`src/rtl/arb_pkg.sv`:
```
// Shared types for the two-requester round-robin arbiter:
// FSM state encoding and one-hot grant codes.
package arb_pkg;

  typedef enum logic [1:0] {
    IDLE = 2'd0,
    G1   = 2'd1,
    G2   = 2'd2
  } state_e;

  localparam logic [1:0] GNT_NONE = 2'b00;
  localparam logic [1:0] GNT_I1   = 2'b01;
  localparam logic [1:0] GNT_I2   = 2'b10;

  function automatic logic [1:0] gnt_of(state_e s);
    unique case (s)
      G1:      return GNT_I1;
      G2:      return GNT_I2;
      default: return GNT_NONE;
    endcase
  endfunction

endpackage

```
`src/rtl/mux2_rr_arbiter_mux2_w.sv`:
```
// Purely combinational 2:1 select of WIDTH data bits plus last flag.
// s_i=0 picks a_i, s_i=1 picks b_i.
module mux2_w #(
  parameter int WIDTH = 8
) (
  input  logic             s_i,
  input  logic [WIDTH:0]   a_i,
  input  logic [WIDTH:0]   b_i,
  output logic [WIDTH:0]   y_o
);

  assign y_o = ({(WIDTH+1){~s_i}} & a_i)
             | ({(WIDTH+1){ s_i}} & b_i);

endmodule

```
`src/rtl/mux2_rr_arbiter.sv`:
```
// Round-robin burst arbiter sharing one 2:1 mux between two
// valid/ready requesters, feeding a one-entry output register.
module mux2_rr_arbiter
  import arb_pkg::*;
#(
  parameter int WIDTH     = 8,
  parameter int MAX_BURST = 16,
  parameter int CNT_W     = 5
) (
  input  logic             clk,
  input  logic             rst,
  input  logic             I1_valid,
  input  logic [WIDTH-1:0] I1_data,
  input  logic             I1_last,
  output logic             I1_ready,
  input  logic             I2_valid,
  input  logic [WIDTH-1:0] I2_data,
  input  logic             I2_last,
  output logic             I2_ready,
  output logic             Y_valid,
  output logic [WIDTH-1:0] Y_data,
  output logic             Y_last,
  input  logic             Y_ready,
  output logic [1:0]       gnt
);

  state_e           state_q;
  logic             prio_q;
  logic [CNT_W-1:0] cnt_q;
  logic [CNT_W-1:0] cnt_inc;

  logic             y_valid_q, y_valid_d;
  logic [WIDTH-1:0] y_data_q, y_data_d;
  logic             y_last_q, y_last_d;

  logic             sel;
  logic             space;
  logic             in_valid;
  logic             acc;
  logic             rel;
  logic [WIDTH:0]   mux_y;

  assign sel = (state_q == G2);

  mux2_w #(.WIDTH(WIDTH)) u_mux (
    .s_i (sel),
    .a_i ({I1_last, I1_data}),
    .b_i ({I2_last, I2_data}),
    .y_o (mux_y)
  );

  assign space    = ~y_valid_q | Y_ready;
  assign in_valid = sel ? I2_valid : I1_valid;
  assign acc      = (state_q != IDLE) & in_valid & space;
  assign cnt_inc  = cnt_q + 1'b1;
  assign rel      = mux_y[WIDTH]
                  | (cnt_inc == CNT_W'(MAX_BURST));

  assign I1_ready = (state_q == G1) & space;
  assign I2_ready = (state_q == G2) & space;
  assign gnt      = gnt_of(state_q);

  // prio_q=1 favours I2 at the next contest
  always_ff @(posedge clk or posedge rst) begin
    if (rst) begin
      state_q <= IDLE;
      prio_q  <= 1'b0;
      cnt_q   <= '0;
    end else begin
      unique case (state_q)
        IDLE: begin
          if (I1_valid & (~I2_valid | ~prio_q))
            state_q <= G1;
          else if (I2_valid)
            state_q <= G2;
        end
        G1, G2: begin
          if (acc) begin
            if (rel) begin
              state_q <= IDLE;
              cnt_q   <= '0;
              prio_q  <= (state_q == G1);
            end else begin
              cnt_q   <= cnt_inc;
            end
          end
        end
        default: state_q <= IDLE;
      endcase
    end
  end

  always_comb begin
    y_valid_d = y_valid_q;
    y_data_d  = y_data_q;
    y_last_d  = y_last_q;
    if (acc) begin
      y_valid_d = 1'b1;
      y_data_d  = mux_y[WIDTH-1:0];
      y_last_d  = mux_y[WIDTH];
    end else if (Y_ready) begin
      y_valid_d = 1'b0;
    end
  end

  always_ff @(posedge clk or posedge rst) begin
    if (rst) begin
      y_valid_q <= 1'b0;
      y_data_q  <= '0;
      y_last_q  <= 1'b0;
    end else begin
      y_valid_q <= y_valid_d;
      y_data_q  <= y_data_d;
      y_last_q  <= y_last_d;
    end
  end

  assign Y_valid = y_valid_q;
  assign Y_data  = y_data_q;
  assign Y_last  = y_last_q;

endmodule

```
`config.mk`:
```
export PLATFORM = sky130hd
export DESIGN_NAME = mux2_rr_arbiter
export DESIGN_NICKNAME = d
export VERILOG_FILES = /design/src/rtl/arb_pkg.sv /design/src/rtl/mux2_rr_arbiter_mux2_w.sv /design/src/rtl/mux2_rr_arbiter.sv
export SDC_FILE = /design/constraint.sdc
export NUM_CORES = 1
export LEC_CHECK = 0
export CAP_MARGIN = 40
export CORE_MARGIN = 8
export CORE_UTILIZATION = 35
export CTS_CLUSTER_SIZE = 16
export DETAILED_ROUTE_END_ITERATION = 7
export GPL_TIMING_DRIVEN = 0
export HOLD_SLACK_MARGIN = 0.03
export PLACE_DENSITY = 0.69
export SYNTH_ARGS = -nofsm -noshare
export SYNTH_HDL_FRONTEND = slang
export SYNTH_SLANG_ARGS = --single-unit
```
`constraint.sdc`:
```
create_clock -name clk -period 3.1 [get_ports clk]
set_clock_uncertainty 0.1 [all_clocks]
set_input_delay 0.31 -clock clk [delete_from_list [all_inputs] [get_ports clk]]
set_output_delay 0.31 -clock clk [all_outputs]
set_load 0.02 [all_outputs]
```
==> reports/metrics.cfg, run 1 <==
[run_status]
status = complete, no violations

[logic_synthesis]
yosysMostFrequentCell = dfrtp_1
ys.flop_type = dfrtp_1
syn_nets = 135
avgSynthCellArea_sq_um = 9.975
netlist.top_cell.by_area = dfrtp_1
syn_area_sq_um = 1067
yosys_warnings = 0
synth_area_leaders = dfrtp_1, mux2i_1, ha_1
synthCells = 107
synth.distinct_cells = 34
synth_enable_flop_cells = 0
synthArstFlopShare_pct = 100.0
synth-seq-cells = 18
ys_seq_area_share_pct = 42.20
synth_top_area_share_pct = 42.20
synth_top_cells_by_count = dfrtp_1, a21oi_1, nor2_1, mux2i_1, nand2_1

[timing]
post-route-min-period_ns = 2.478
drv_slew = 0
hold_violations = 0
worstMarginPinSlew_ns = 0.6933
fmax_mhz = 403.5
finalSetupViolCount = 0
timing.final.crit_share_pct = 79.94
slew_headroom_pct = 53.73
rsz0062_at_grt = no
finalSetupTns_ns = 0
holdWs_ns = 0.3159

[placement]
dp_hpwl_um = 2018
place_area_sq_um = 1469
gp_congestion = 0.7689
port_buffers = 36

[min_path]
hold_path.class = in -> async

[clocking]
cts_buffers = 3
ctsHoldBuffers = 0
root_buffer = clkbuf_4
cts_sinks = 18
cts_resized = 0
clk_pin_slew_ns = 0.10
postCtsSetupRepairBufs = 0
cts_tree = built
htreeDepth = 1
clk_latency_ns = 0.29
clockBufferDepth = 2

[detailed_routing]
drc = 0
wl_per_cell_um = 14.74
via_count = 905
antenna_left = 0
wirelength_um = 2639
dr.pass1.iters = 3
drt_iter0_drc = 19
drt-vias-per-instance = 5.056

[power]
p_int_mw = 0.7418
clock_power_share_pct = 9.0
seqPwrFrac_pct = 31.2
ir_drop_mv = 0.3987
swShare_pct = 41.42
leakagePower_nw = 0.6136
switching_power_mw = 0.5244
combPwrFrac_pct = 59.8
powerDensity_nw_per_um2 = 849.0

[final_layout]
fin_util_pct = 50.08
fin_nets = 176
final_layout_size_suffix_gt1_share_pct = 9.589
n_antenna_cell = 0
area_growth_pct = 39.74
final_cell_area_sq_um = 1491

[die]
io_pins = 37
dieArea_sq_um = 5072
die_h_um = 71.22
die_w_um = 71.22
num_rows = 20
core_sq_um = 2978
initial_utilization_pct = 35.84

[setup_path]
cp_slowest_stage_delay_ns = 0.60
cp.arrival_ns = 2.07
rr_worst_depth = 6
crit_required_ns = 2.69
critical_path.cell_chain = inv_1 > ha_1 > buf_6 > and2_1 > clkdlybuf4s50_1
crit_slowest_cell = clkdlybuf4s50_1
cp_max_fo = 10
crit_path_end_kind = primary output
path_class = reg -> out
startpoint_type = register

[global_routing]
grt_max_degree = 19
grt_antenna_before_repair = 0
grt_usage_pct = 11.11
grt_pass1_vias = 969
overflow = 0
met3_usage_pct = 5.718
globalRoute.busiestLayer = met2
use_met2_pct = 17.14
grt_pass1_wl_um = 4540
grt_use_met1_pct = 12.24

[flow_run]
cap_viol_max_count = 0

[metrics by stage]
stage,setup WS [ns],cells,total power [mW]
6_report,0.6219,179,1.266
5_1_grt,0.5109,179,1.375
4_1_cts,0.5996,179,1.286
3_5_place_dp,0.9386,176,1.161
3_3_place_gp,0.9726,176,1.146
2_1_floorplan,1.221,107,0.8725
[cells by family after synthesis]
kind of cell	after synthesis	share of synthesized area (%)
and+or+nand+nor	38	19.58
AOI/OAI and AO/OA	26	15.12
DFF	18	42.20
muxes	13	13.25
buffers and inverters	7	3.985
adders and majority gates	5	5.862
[power groups by stage]
stage	sequential, mW	combinational, mW	clock, mW
after floorplan	0.467	0.405	0
after global placement	0.394	0.752	0
after detailed placement	0.400	0.761	0
after CTS	0.396	0.770	0.120
after global routing	0.407	0.836	0.132
final	0.395	0.757	0.114
[flip-flops by register name, summed over array words and instances (netlist names)]
name / cells
Y_data: 8
Y_last: 1
Y_valid: 1
cnt_q: 5
prio_q: 1
state_q: 2
[path summary, 6_finish.rpt]
| path | from | endpoint | slack, ns |
|---|---|---|---|
| worst max-delay path | state_q[0] | I2_ready | 0.62 |
| worst min-delay path | rst | state_q[0] | 0.32 |
| worst max register to register | state_q[0] | prio_q | 1.01 |
| worst min register to register | prio_q | prio_q | 0.41 |
| max in group asynchronous | rst | Y_data[5] | 2.14 |
| min in group clk | prio_q | prio_q | 0.41 |
[area by class of cell]
type | instances | area [sq um]
fill | 273 | 1486
multi-input combinational | 82 | 574.3
sequential | 18 | 450.4
timing repair buffer | 36 | 360.3
tap | 33 | 41.29
buffer | 3 | 27.53
clock buffer | 3 | 22.52
inverter | 4 | 15.01
[critical path, delay by kind of cell (launching register included)]
kind          cells  cell delay [ns]
simple gates      1             0.14
fa+ha+maj         1             0.27
flops             1             0.42
buf+inv           3             0.94
[per-layer routing]
metal / part of all wire [%] / wire length, um
met1: 41 / 1093
met2: 47 / 1234
met3: 10 / 266
met4: 1.7 / 44
met5: 0 / 0
[layout by cell type (no fill, tap or decap), drive strengths merged, types with 3 or more instances in the layout]
cell type	n
clkdlybuf4s50	36
dfrtp	18
a21oi	12
nor2	10
mux2i	10
nand2	8
o21ai	8
ha	5
inv	4
nor2b	3
and2	3
clkbuf	3
buf	3
mux2	3
Note: power is estimated with default switching activity, not from simulation.
==> run 2: changes to the inputs <==
==> constraint.sdc (replaced) <==
create_clock -name clk -period 2.45 [get_ports clk]
set_clock_uncertainty 0.1 [all_clocks]
set_input_delay 0.245 -clock clk [delete_from_list [all_inputs] [get_ports clk]]
set_output_delay 0.245 -clock clk [all_outputs]
set_load 0.02 [all_outputs]
==> reports/metrics.cfg, run 2 (synthesis gave the netlist of run 1 again) <==
[run_status]
status = complete, no violations  ; unchanged

[detailed_routing]
drt-vias-per-instance = 5.006  ; was 5.056
drt_iter0_drc = 19  ; unchanged
via_count = 896  ; was 905
dr.pass1.iters = 3  ; unchanged
antenna_left = 0  ; unchanged
wl_per_cell_um = 14.58  ; was 14.74 um
wirelength_um = 2610  ; was 2639 um
drc = 0  ; unchanged

[final_layout]
multi_input_area_sq_um = 576.8  ; was 574.3 sq um
n_antenna_cell = 0  ; unchanged
ff_latch_area_sq_um = 450.4  ; unchanged
area_growth_pct = 40.21  ; was 39.74%
largest_reg_flops = 8  ; unchanged
final_cells = 179  ; unchanged
fin_nets = 176  ; unchanged
mostFrequentLayoutCells = clkdlybuf4s50_1, dfrtp_1, a21oi_1, nor2_1, mux2i_1  ; unchanged
final_common_cell = clkdlybuf4s50_1  ; unchanged
nFillCells = 273  ; unchanged
final_layout_size_suffix_gt1_share_pct = 10.27  ; was 9.589%

[global_routing]
grt_max_degree = 19  ; unchanged
grt_pass1_wl_um = 4540  ; unchanged
overflow = 0  ; unchanged
grt_usage_pct = 11.11  ; unchanged
grt_antenna_before_repair = 0  ; unchanged
grt_pass1_vias = 969  ; unchanged

[setup_path]
cp.arrival_ns = 1.76  ; was 2.07 ns
startpoint = state_q[1]  ; was state_q[0]
startpoint_type = register  ; unchanged
crit_required_ns = 2.11  ; was 2.69 ns
crit-reg2reg-launch = state_q[0]  ; unchanged
cp_max_fo = 4  ; was 10
crit_path_end_kind = primary output  ; unchanged
path_class = reg -> out  ; unchanged

[power]
leakagePower_nw = 0.6284  ; was 0.6136 nW
powerDensity_nw_per_um2 = 1069  ; was 849.0 nW/um^2
ir_drop_mv = 0.4991  ; was 0.3987 mV

[timing]
post-route-min-period_ns = 2.105
timing.final.crit_share_pct = 85.91
fmax_mhz = 475.1
worstMarginPinSlew_ns = 0.6919  ; was 0.6933 ns
slew_headroom_pct = 53.82  ; was 53.73%
rsz0062_at_grt = no  ; unchanged
finalSetupTns_ns = 0  ; unchanged
finalSetupViolCount = 0  ; unchanged
drv_slew = 0  ; unchanged
hold_violations = 0  ; unchanged

[die]
die_w_um = 71.22  ; unchanged
io_pins = 37  ; unchanged
num_rows = 20  ; unchanged
initial_utilization_pct = 35.84  ; unchanged
die_h_um = 71.22  ; unchanged
dieArea_sq_um = 5072  ; unchanged
core_sq_um = 2978  ; unchanged

[clocking]
ctsHoldBuffers = 0  ; unchanged
cts_sinks = 18  ; unchanged
cts_tree = built  ; unchanged
clk_pin_slew_ns = 0.10  ; about the same
clockBufferDepth = 2  ; unchanged
htreeDepth = 1  ; unchanged
clk_latency_ns = 0.29  ; about the same
root_buffer = clkbuf_4  ; unchanged
cts_buffers = 3  ; unchanged

[placement]
port_buffers = 36  ; unchanged
dp_hpwl_um = 2018  ; unchanged
dp_cells = 176  ; unchanged
gp_congestion = 0.7689  ; unchanged

[min_path]
hold_path.class = in -> async  ; unchanged

[flow_run]
cap_viol_max_count = 0  ; unchanged

## run 2: changes by cell type in the layout (fill, tap and decap cells not counted), sizes merged
cell,previous run,this run
clkdlybuf4s50,36,35
dlymetal6s2s,0,1
## run 2: per-layer routing
| layer | vias up | routed length (um) | global-route usage (%) |
|---|---|---|---|
| li1 | 456 | - | - |
| met1 | 414 | 1083 | 12.24 |
| met2 | 24 | 1255 | 17.14 |
| met3 | 2 | 256 | 5.718 |
| met4 | 0 | 14 | 5.543 |
| met5 | - | 0 | 0 |
## run 2: power by group
part | switching, mW | internal (mW)
Clock | 0.0875 | 0.0571
Sequential | 0.0821 | 0.418
Combinational | 0.491 | 0.464
Total | 0.660 | 0.939
## run 2: worst paths after layout
path	to	slack [ns]	cells after the start
setup / recovery	I1_ready	0.35	4
hold / removal	cnt_q[1]	0.25	2
setup reg to reg	prio_q	0.36	6
hold reg to reg	prio_q	0.41	1
max in group asynchronous	Y_data[5]	1.55	2
min in group clk	prio_q	0.41	1
## run 2: final cells by class
cell class	count	area share, %
plain buffers	3	1.839
clock buffers	3	1.505
inverters	4	1.003
multi-input cells	82	38.55
flip-flops and latches	18	30.10
well taps	33	2.759
repair buffers	36	24.25
## run 2: critical path, cell delays in order (launching register included)
cell	delay (ns)
dfrtp_1	0.42
inv_1	0.12
ha_1	0.20
and2_1	0.13
clkdlybuf4s50_1	0.60
## run 2: repair_timing
item,in CTS,in global routing
setup buffers,0,0
gates resized for setup,0,2
setup endpoints to repair,0,1
## run 2: metrics by stage
step	utilization [%]	total power, mW	area (sq um)	hold WS, ns	setup WS (ns)
floorplan	-	1.104	1067	0.08357	0.5713
global placement	49.33	1.450	1469	0.3799	0.3870
detailed placement	49.33	1.469	1469	0.3934	0.3536
CTS	50.08	1.627	1491	0.2798	0.01464
global route	50.25	1.738	1496	0.3229	0.2359
finish	50.25	1.599	1496	0.2505	0.3452
